`src/rtl/bldc_drive_sequencer.sv`:
```
// bldc_drive_sequencer: start-up and speed-profile controller for the BLDC ESC.
// Latency: profile outputs change 1 clk after the tick cycle. The tune_sel copy lags 1 clk.
// Backpressure: none. The block is tick-paced and samples level inputs, with no handshake.
//
// Ports:
//   clk_i, reset_i          clock and asynchronous active-high reset
//   start_i                 run request (level)
//   target_mag_i/_dir_i     requested reference magnitude and direction (1 = reverse)
//   ramp_step_i             magnitude change per tick (0 freezes the ramp)
//   tune_sel_i              PID tuner select, copied to tunerreset_autotune_o[2:0]
//   period_speed_i          measured period from the ESC (used for stall detection)
//   pwm_en_o                ESC PWM enable
//   period_reference_o      two's-complement reference: dir ? -mag : mag
//   tunerreset_autotune_o   {tuner reset, tune_sel}
//   state_o, busy_o, fault_o  status
//
// Optional feature: define BLDC_SEQ_STALL_DETECT_EN to enable stall detection.
// When enabled, STALL_TICKS consecutive zero-speed ticks in RAMP/RUN force FAULT.
module bldc_drive_sequencer #(
   parameter int DATA_WIDTH  = 16,
   parameter int TICK_DIV    = 1024,
   parameter int ALIGN_TICKS = 64,
   parameter int ALIGN_MAG   = 16,
   parameter int STALL_TICKS = 256
) (
   input  logic                  clk_i,
   input  logic                  reset_i,
   input  logic                  start_i,
   input  logic [DATA_WIDTH-2:0] target_mag_i,
   input  logic                  target_dir_i,
   input  logic [7:0]            ramp_step_i,
   input  logic [2:0]            tune_sel_i,
   input  logic [DATA_WIDTH-1:0] period_speed_i,
   output logic                  pwm_en_o,
   output logic [DATA_WIDTH-1:0] period_reference_o,
   output logic [3:0]            tunerreset_autotune_o,
   output logic [2:0]            state_o,
   output logic                  busy_o,
   output logic                  fault_o
);

   localparam int MW = DATA_WIDTH - 1;
   localparam int PW = (TICK_DIV > 1) ? $clog2(TICK_DIV) : 1;
   localparam int AW = (ALIGN_TICKS > 1) ? $clog2(ALIGN_TICKS + 1) : 1;
   localparam logic [PW-1:0] TICK_LAST   = PW'(TICK_DIV - 1);
   localparam logic [AW-1:0] ALIGN_LAST  = AW'(ALIGN_TICKS - 1);
   localparam logic [MW-1:0] ALIGN_MAG_V = MW'(ALIGN_MAG);

   typedef enum logic [2:0] {
      S_IDLE    = 3'd0,
      S_ALIGN   = 3'd1,
      S_RAMP    = 3'd2,
      S_RUN     = 3'd3,
      S_REVERSE = 3'd4,
      S_DECEL   = 3'd5,
      S_FAULT   = 3'd6
   } state_t;

   // One slew-limited step from cur toward tgt, clamped so it never passes tgt.
   // The up path keeps a carry bit so cur+step cannot wrap.
   function automatic logic [MW-1:0] step_toward(input logic [MW-1:0] cur,
                                                 input logic [MW-1:0] tgt,
                                                 input logic [7:0]    stp);
      logic [MW:0]   sum;
      logic [MW-1:0] stp_w;
      logic [MW-1:0] gap;
      stp_w = MW'(stp);
      sum   = {1'b0, cur} + {1'b0, stp_w};
      gap   = cur - tgt;
      if (cur < tgt) begin
         step_toward = (sum >= {1'b0, tgt}) ? tgt : sum[MW-1:0];
      end else if (gap <= stp_w) begin
         step_toward = tgt;
      end else begin
         step_toward = cur - stp_w;
      end
   endfunction

   // Prescaler: free-running, tick on the last count.
   logic [PW-1:0] pre_q, pre_d;
   logic          tick;

   assign tick  = (pre_q == TICK_LAST);
   assign pre_d = tick ? '0 : pre_q + PW'(1);

   state_t        state_q, state_d;
   logic [MW-1:0] mag_q, mag_d;
   logic          dir_q, dir_d;
   logic [AW-1:0] acnt_q, acnt_d;
   logic          dir_match;
   logic          fault_now;

`ifdef BLDC_SEQ_STALL_DETECT_EN
   localparam int SW = $clog2(STALL_TICKS + 1);
   localparam logic [SW-1:0] STALL_LIM = SW'(STALL_TICKS);
   logic [SW-1:0] stall_q, stall_d;
`else
   logic unused_speed;
   assign unused_speed = ^{period_speed_i, 32'(STALL_TICKS)};
`endif

   // Next state and profile registers. Everything moves only on tick.
   always_comb begin
      state_d   = state_q;
      mag_d     = mag_q;
      dir_d     = dir_q;
      acnt_d    = acnt_q;
      fault_now = 1'b0;
      dir_match = (target_dir_i == dir_q);
`ifdef BLDC_SEQ_STALL_DETECT_EN
      stall_d = stall_q;
      if (tick && (state_q == S_RAMP || state_q == S_RUN)) begin
         if (period_speed_i == '0) begin
            stall_d   = stall_q + SW'(1);
            fault_now = (stall_d >= STALL_LIM);
         end else begin
            stall_d = '0;
         end
      end
`endif
      if (tick) begin
         if (fault_now) begin
            state_d = S_FAULT;
            mag_d   = '0;
         end else begin
            case (state_q)
               S_IDLE: begin
                  mag_d = '0;
                  if (start_i) begin
                     dir_d   = target_dir_i;
                     acnt_d  = '0;
                     mag_d   = ALIGN_MAG_V;
                     state_d = S_ALIGN;
                  end
               end
               S_ALIGN: begin
                  if (!start_i) begin
                     state_d = S_DECEL;
                  end else if (acnt_q == ALIGN_LAST) begin
                     // Alignment drive is not a speed: the ramp begins from
                     // standstill and takes its first step on this tick.
                     state_d = S_RAMP;
                     mag_d   = dir_match ? step_toward('0, target_mag_i, ramp_step_i) : '0;
                  end else begin
                     acnt_d = acnt_q + AW'(1);
                  end
               end
               S_RAMP: begin
                  if (!start_i) begin
                     state_d = S_DECEL;
                  end else if (!dir_match) begin
                     state_d = S_REVERSE;
                  end else if (mag_q == target_mag_i) begin
                     state_d = S_RUN;
                  end else begin
                     mag_d = step_toward(mag_q, target_mag_i, ramp_step_i);
                  end
               end
               S_RUN: begin
                  if (!start_i) begin
                     state_d = S_DECEL;
                  end else if (!dir_match) begin
                     state_d = S_REVERSE;
                  end else if (mag_q != target_mag_i) begin
                     state_d = S_RAMP;
                  end
               end
               S_REVERSE: begin
                  if (!start_i) begin
                     state_d = S_DECEL;
                  end else if (mag_q == '0) begin
                     dir_d   = ~dir_q;
                     acnt_d  = '0;
                     mag_d   = ALIGN_MAG_V;
                     state_d = S_ALIGN;
                  end else begin
                     mag_d = step_toward(mag_q, '0, ramp_step_i);
                  end
               end
               S_DECEL: begin
                  if (start_i) begin
                     state_d = S_RAMP;
                  end else if (mag_q == '0) begin
                     state_d = S_IDLE;
                  end else begin
                     mag_d = step_toward(mag_q, '0, ramp_step_i);
                  end
               end
               S_FAULT: begin
                  mag_d = '0;
`ifdef BLDC_SEQ_STALL_DETECT_EN
                  if (!start_i) begin
                     state_d = S_IDLE;
                  end
`else
                  state_d = S_IDLE;
`endif
               end
               default: begin
                  mag_d   = '0;
                  state_d = S_IDLE;
               end
            endcase
         end
      end
`ifdef BLDC_SEQ_STALL_DETECT_EN
      if (state_d != S_RAMP && state_d != S_RUN) begin
         stall_d = '0;
      end
`endif
   end

   // Output next values, derived from next state so outputs land with the tick edge.
   logic [DATA_WIDTH-1:0] mag_ext;
   logic [DATA_WIDTH-1:0] ref_d;
   logic                  pwm_d;
   logic                  busy_d;
   logic                  trst_d;
   logic                  fault_d;

   always_comb begin
      mag_ext = {1'b0, mag_d};
      ref_d   = dir_d ? -mag_ext : mag_ext;
      pwm_d   = 1'b0;
      busy_d  = 1'b0;
      trst_d  = 1'b1;
      fault_d = 1'b0;
      case (state_d)
         S_ALIGN: begin
            pwm_d  = 1'b1;
            busy_d = 1'b1;
         end
         S_RAMP, S_RUN, S_REVERSE, S_DECEL: begin
            pwm_d  = 1'b1;
            busy_d = 1'b1;
            trst_d = 1'b0;
         end
         S_FAULT: begin
            fault_d = 1'b1;
         end
         default: begin
            pwm_d = 1'b0;
         end
      endcase
   end

   logic                  pwm_q;
   logic [DATA_WIDTH-1:0] ref_q;
   logic [3:0]            trst_q;
   logic                  busy_q;
   logic                  fault_q;

   always_ff @(posedge clk_i or posedge reset_i) begin
      if (reset_i) begin
         pre_q   <= '0;
         state_q <= S_IDLE;
         mag_q   <= '0;
         dir_q   <= 1'b0;
         acnt_q  <= '0;
         pwm_q   <= 1'b0;
         ref_q   <= '0;
         trst_q  <= 4'b1000;
         busy_q  <= 1'b0;
         fault_q <= 1'b0;
`ifdef BLDC_SEQ_STALL_DETECT_EN
         stall_q <= '0;
`endif
      end else begin
         pre_q   <= pre_d;
         state_q <= state_d;
         mag_q   <= mag_d;
         dir_q   <= dir_d;
         acnt_q  <= acnt_d;
         pwm_q   <= pwm_d;
         ref_q   <= ref_d;
         trst_q  <= {trst_d, tune_sel_i};
         busy_q  <= busy_d;
         fault_q <= fault_d;
`ifdef BLDC_SEQ_STALL_DETECT_EN
         stall_q <= stall_d;
`endif
      end
   end

   assign pwm_en_o              = pwm_q;
   assign period_reference_o    = ref_q;
   assign tunerreset_autotune_o = trst_q;
   assign state_o               = state_q;
   assign busy_o                = busy_q;
`ifdef BLDC_SEQ_STALL_DETECT_EN
   assign fault_o = fault_q;
`else
   assign fault_o = 1'b0;
   logic unused_fault;
   assign unused_fault = fault_q;
`endif

endmodule

```
`config.mk`:
```
export PLATFORM = sky130hd
export DESIGN_NAME = bldc_drive_sequencer
export DESIGN_NICKNAME = d
export VERILOG_FILES = /design/src/rtl/bldc_drive_sequencer.sv
export SDC_FILE = /design/constraint.sdc
export NUM_CORES = 1
export LEC_CHECK = 0
export CORE_ASPECT_RATIO = 0.8
export CORE_UTILIZATION = 54
export DETAILED_ROUTE_END_ITERATION = 10
export PLACE_DENSITY_LB_ADDON = 0.08
export SLEW_MARGIN = 0
export SYNTH_ARGS = -nofsm -noshare
export SYNTH_HDL_FRONTEND = slang
export SYNTH_SLANG_ARGS = --single-unit
export TNS_END_PERCENT = 5
```
`constraint.sdc`:
```
create_clock -name clk_i -period 5.8 [get_ports clk_i]
set_clock_uncertainty 0.2 [all_clocks]
set_input_delay 1.16 -clock clk_i [delete_from_list [all_inputs] [get_ports clk_i]]
set_output_delay 1.16 -clock clk_i [all_outputs]
set_load 0.1 [all_outputs]
```
==> flow_metrics.py <==
metrics = {
    "status": {
        "status": "finished, violations left",
        "violations": "negative setup slack",
    },
    "timing": {
        "max_slew_margin": 0.236,
        "layout_setup_ws_ns": -0.163,
        "setup_violations": 11,
        "rsz0062_at_grt": "true",
        "slew_violations": 0,
        "worst_pin_slew_ns": 1.14,
        "fin_tns_setup_ns": -0.899,
        "fin_crit_ns": 5.96,
        "max_freq_mhz": 168,
        "fin_hold_ws_ns": 0.297,
        "final_hold_viol_count": 0,
        "fin_crit_sh": 1.03,
    },
    "detailed_routing": {
        "first_pass_iters": 7,
        "drt_iter0_drc": 1353,
        "route.detailed.drc": 0,
        "num_vias": 8942,
        "wl_per_cell_um": 22.9,
        "avgViaCountPerCell": 6.66,
        "drt.antenna.violating_nets": 0,
        "drt-total-wl_um": 30800,
    },
    "critical_path": {
        "worstSetupStartpointType": "input pin",
        "critPathKind": "in -> reg",
        "slowest_delay_ns": 0.38,
        "crit_arrival_ns": 5.97,
        "cpMostUsedCell": "buf_4",
        "worst-path-buf-inv": 16,
        "cp.required_ns": 5.81,
        "worstRegToRegCells": 28,
        "cpLargestDelayFamily": "buffers and inverters",
        "cp_max_fo": 4,
        "cp_num_cells": 29,
        "slowest_stage": "a211o_2",
        "cp-end-kind": "flip-flop",
    },
    "floorplanning": {
        "die_y_um": 105,
        "die_area_um2": 13800,
        "die_x_um": 131,
        "io-pin-count": 72,
        "rows": 37,
        "initial_core_util": 0.558,
        "core_area_um2": 12900,
    },
    "pwr": {
        "total_power_w": 0.00112,
        "power_density_nw_per_um2": 112,
        "peakVddDrop_v": 0.000158,
        "p_leak_nw": 4.47,
    },
    "placed_design": {
        "place_congestion": 1.16,
        "port-buffer-count": 54,
        "dp.cells": 1305,
        "dp.final_hpwl_um": 23400,
    },
    "cts": {
        "cts_buffers": 5,
        "hold_buffers": 0,
        "cts_root_buffer": "clkbuf_16",
        "cts.sinks": 56,
        "h-tree-depth": 2,
        "clk_latency_ns": 0.30,
        "cts_tree": "built",
        "clk_path_buf_depth": 2,
        "path_clk_slew_ns": 0.08,
    },
    "yosys": {
        "synth_area_um2": 7210,
        "synth_edf_count": 0,
        "ys_warn_count": 0,
        "seq_area_frac_synth": 0.195,
        "ys.flop_type": "dfrtp_1",
        "yosysMostFrequentCell": "ha_1",
        "synth_top_cell_area_share": 0.191,
        "syn_nets": 1052,
        "synth_area_leaders": "dfrtp_1, ha_1, xnor2_1",
        "synthArstFlopShare": 1.00,
        "synth.lib_cells_used.distinct": 94,
        "avgSynthCellArea_um2": 7.77,
        "synthCells": 928,
        "yosys_register_bits": 56,
        "synth_commonest_cells": "ha_1, nor2_1, nand2_1",
        "yosys.area.top_type": "dfrtp_1",
    },
    "job": {
        "max-cap-violations": 0,
    },
    "global_route": {
        "grt_max_degree": 57,
        "overflow": 0,
        "met3_usage": 0.151,
        "antenna_found_initial": 0,
        "grt_use_met1": 0.575,
        "busiest_layer": "met2",
        "grt_usage": 0.434,
        "use_met2": 0.664,
        "grt_first_pass_wirelength_um": 46400,
        "grt_pass1_vias": 8356,
    },
    "finish": {
        "final_cells": 1343,
        "nNetsFinal": 1290,
        "drive_gt1_frac": 0.285,
        "area_growth_pct": 39.8,
        "fin_util": 0.780,
    },
    "hold_path": {
        "hp-class": "reg -> reg",
        "holdPathStages": 1,
    },
}
-- layer usage --
metal | vias up | routed length, µm
met5 | - | 0
met4 | 0 | 1260
met3 | 154 | 4290
met2 | 652 | 13000
met1 | 4197 | 12200
li1 | 3939 | -
-- cell usage in the layout, fill, tap and decap left out, drive strengths merged, types with 14 or more instances in the layout --
master         count
xnor2             46
nand3             34
nand2             69
buf              225
a211oi            14
inv               55
a21oi             62
o21ai             69
nor3              22
o211ai            19
clkdlybuf4s50     44
nand4             20
o31ai             14
and3              23
nor2              70
ha                75
dfrtp             55
-- sequential cells by signal (all words and copies together) (netlist names) --
name / flops
acnt_q: 7
busy_o: 1
dir_q: 1
mag_q: 14
period_reference_o: 16
pre_q: 10
state_o: 3
tunerreset_autotune_o: 4
-- stage by stage --
stage / setup slack, ns / area (µm²)
floorplan: -0.0619 / 7270
CTS: 0.00906 / 9900
finish: -0.163 / 10100
detailed placement: -0.982 / 9270
global route: -0.236 / 10100
global placement: -0.793 / 9270
-- power by group --
part | switching, W | internal, W | total [W]
sequential | 0.00000390 | 0.000393 | 0.000397
clock | 0.000147 | 0.000161 | 0.000309
combinational | 0.000238 | 0.000181 | 0.000419
total | 0.000389 | 0.000735 | 0.00112
-- path summary, 6_finish.rpt --
kind,startpoint,endpoint,slack [ns]
worst max register to register,period_reference_o[0],period_reference_o[14],0.27
worst min-delay path,pre_q[0],pre_q[0],0.30
min in group asynchronous,reset_i,mag_q[12],1.28
worst max-delay path,ramp_step_i[0],period_reference_o[14],-0.16
max in group asynchronous,reset_i,pre_q[9],3.41
worst min register to register,pre_q[0],pre_q[0],0.30
-- final cells by class --
cell class,instances,area [µm²]
Clock inverter,3,21.3
Sequential cell,56,1400
Inverter,56,215
Clock buffer,5,125
Timing Repair Buffer,275,2190
Fill cell,860,2840
Antenna cell,1,2.50
Multi-Input combinational cell,772,5900
Tap cell,175,219
-- cells by family after synthesis --
kind of cell / share of synthesized area
mux: 0.0227
other cells: 0.000520
flops: 0.195
fa+ha+maj: 0.140
buf+inv: 0.0547
xor+xnor: 0.0705
compound gates: 0.279
simple gates: 0.238
-- what timing repair did --
action | in CTS | in global routing
gates resized for setup | 86 | 33
pin swaps | 49 | 25
setup endpoints to repair | 15 | 12
setup buffers | 28 | 2
Power figures use the tool's default switching activity.
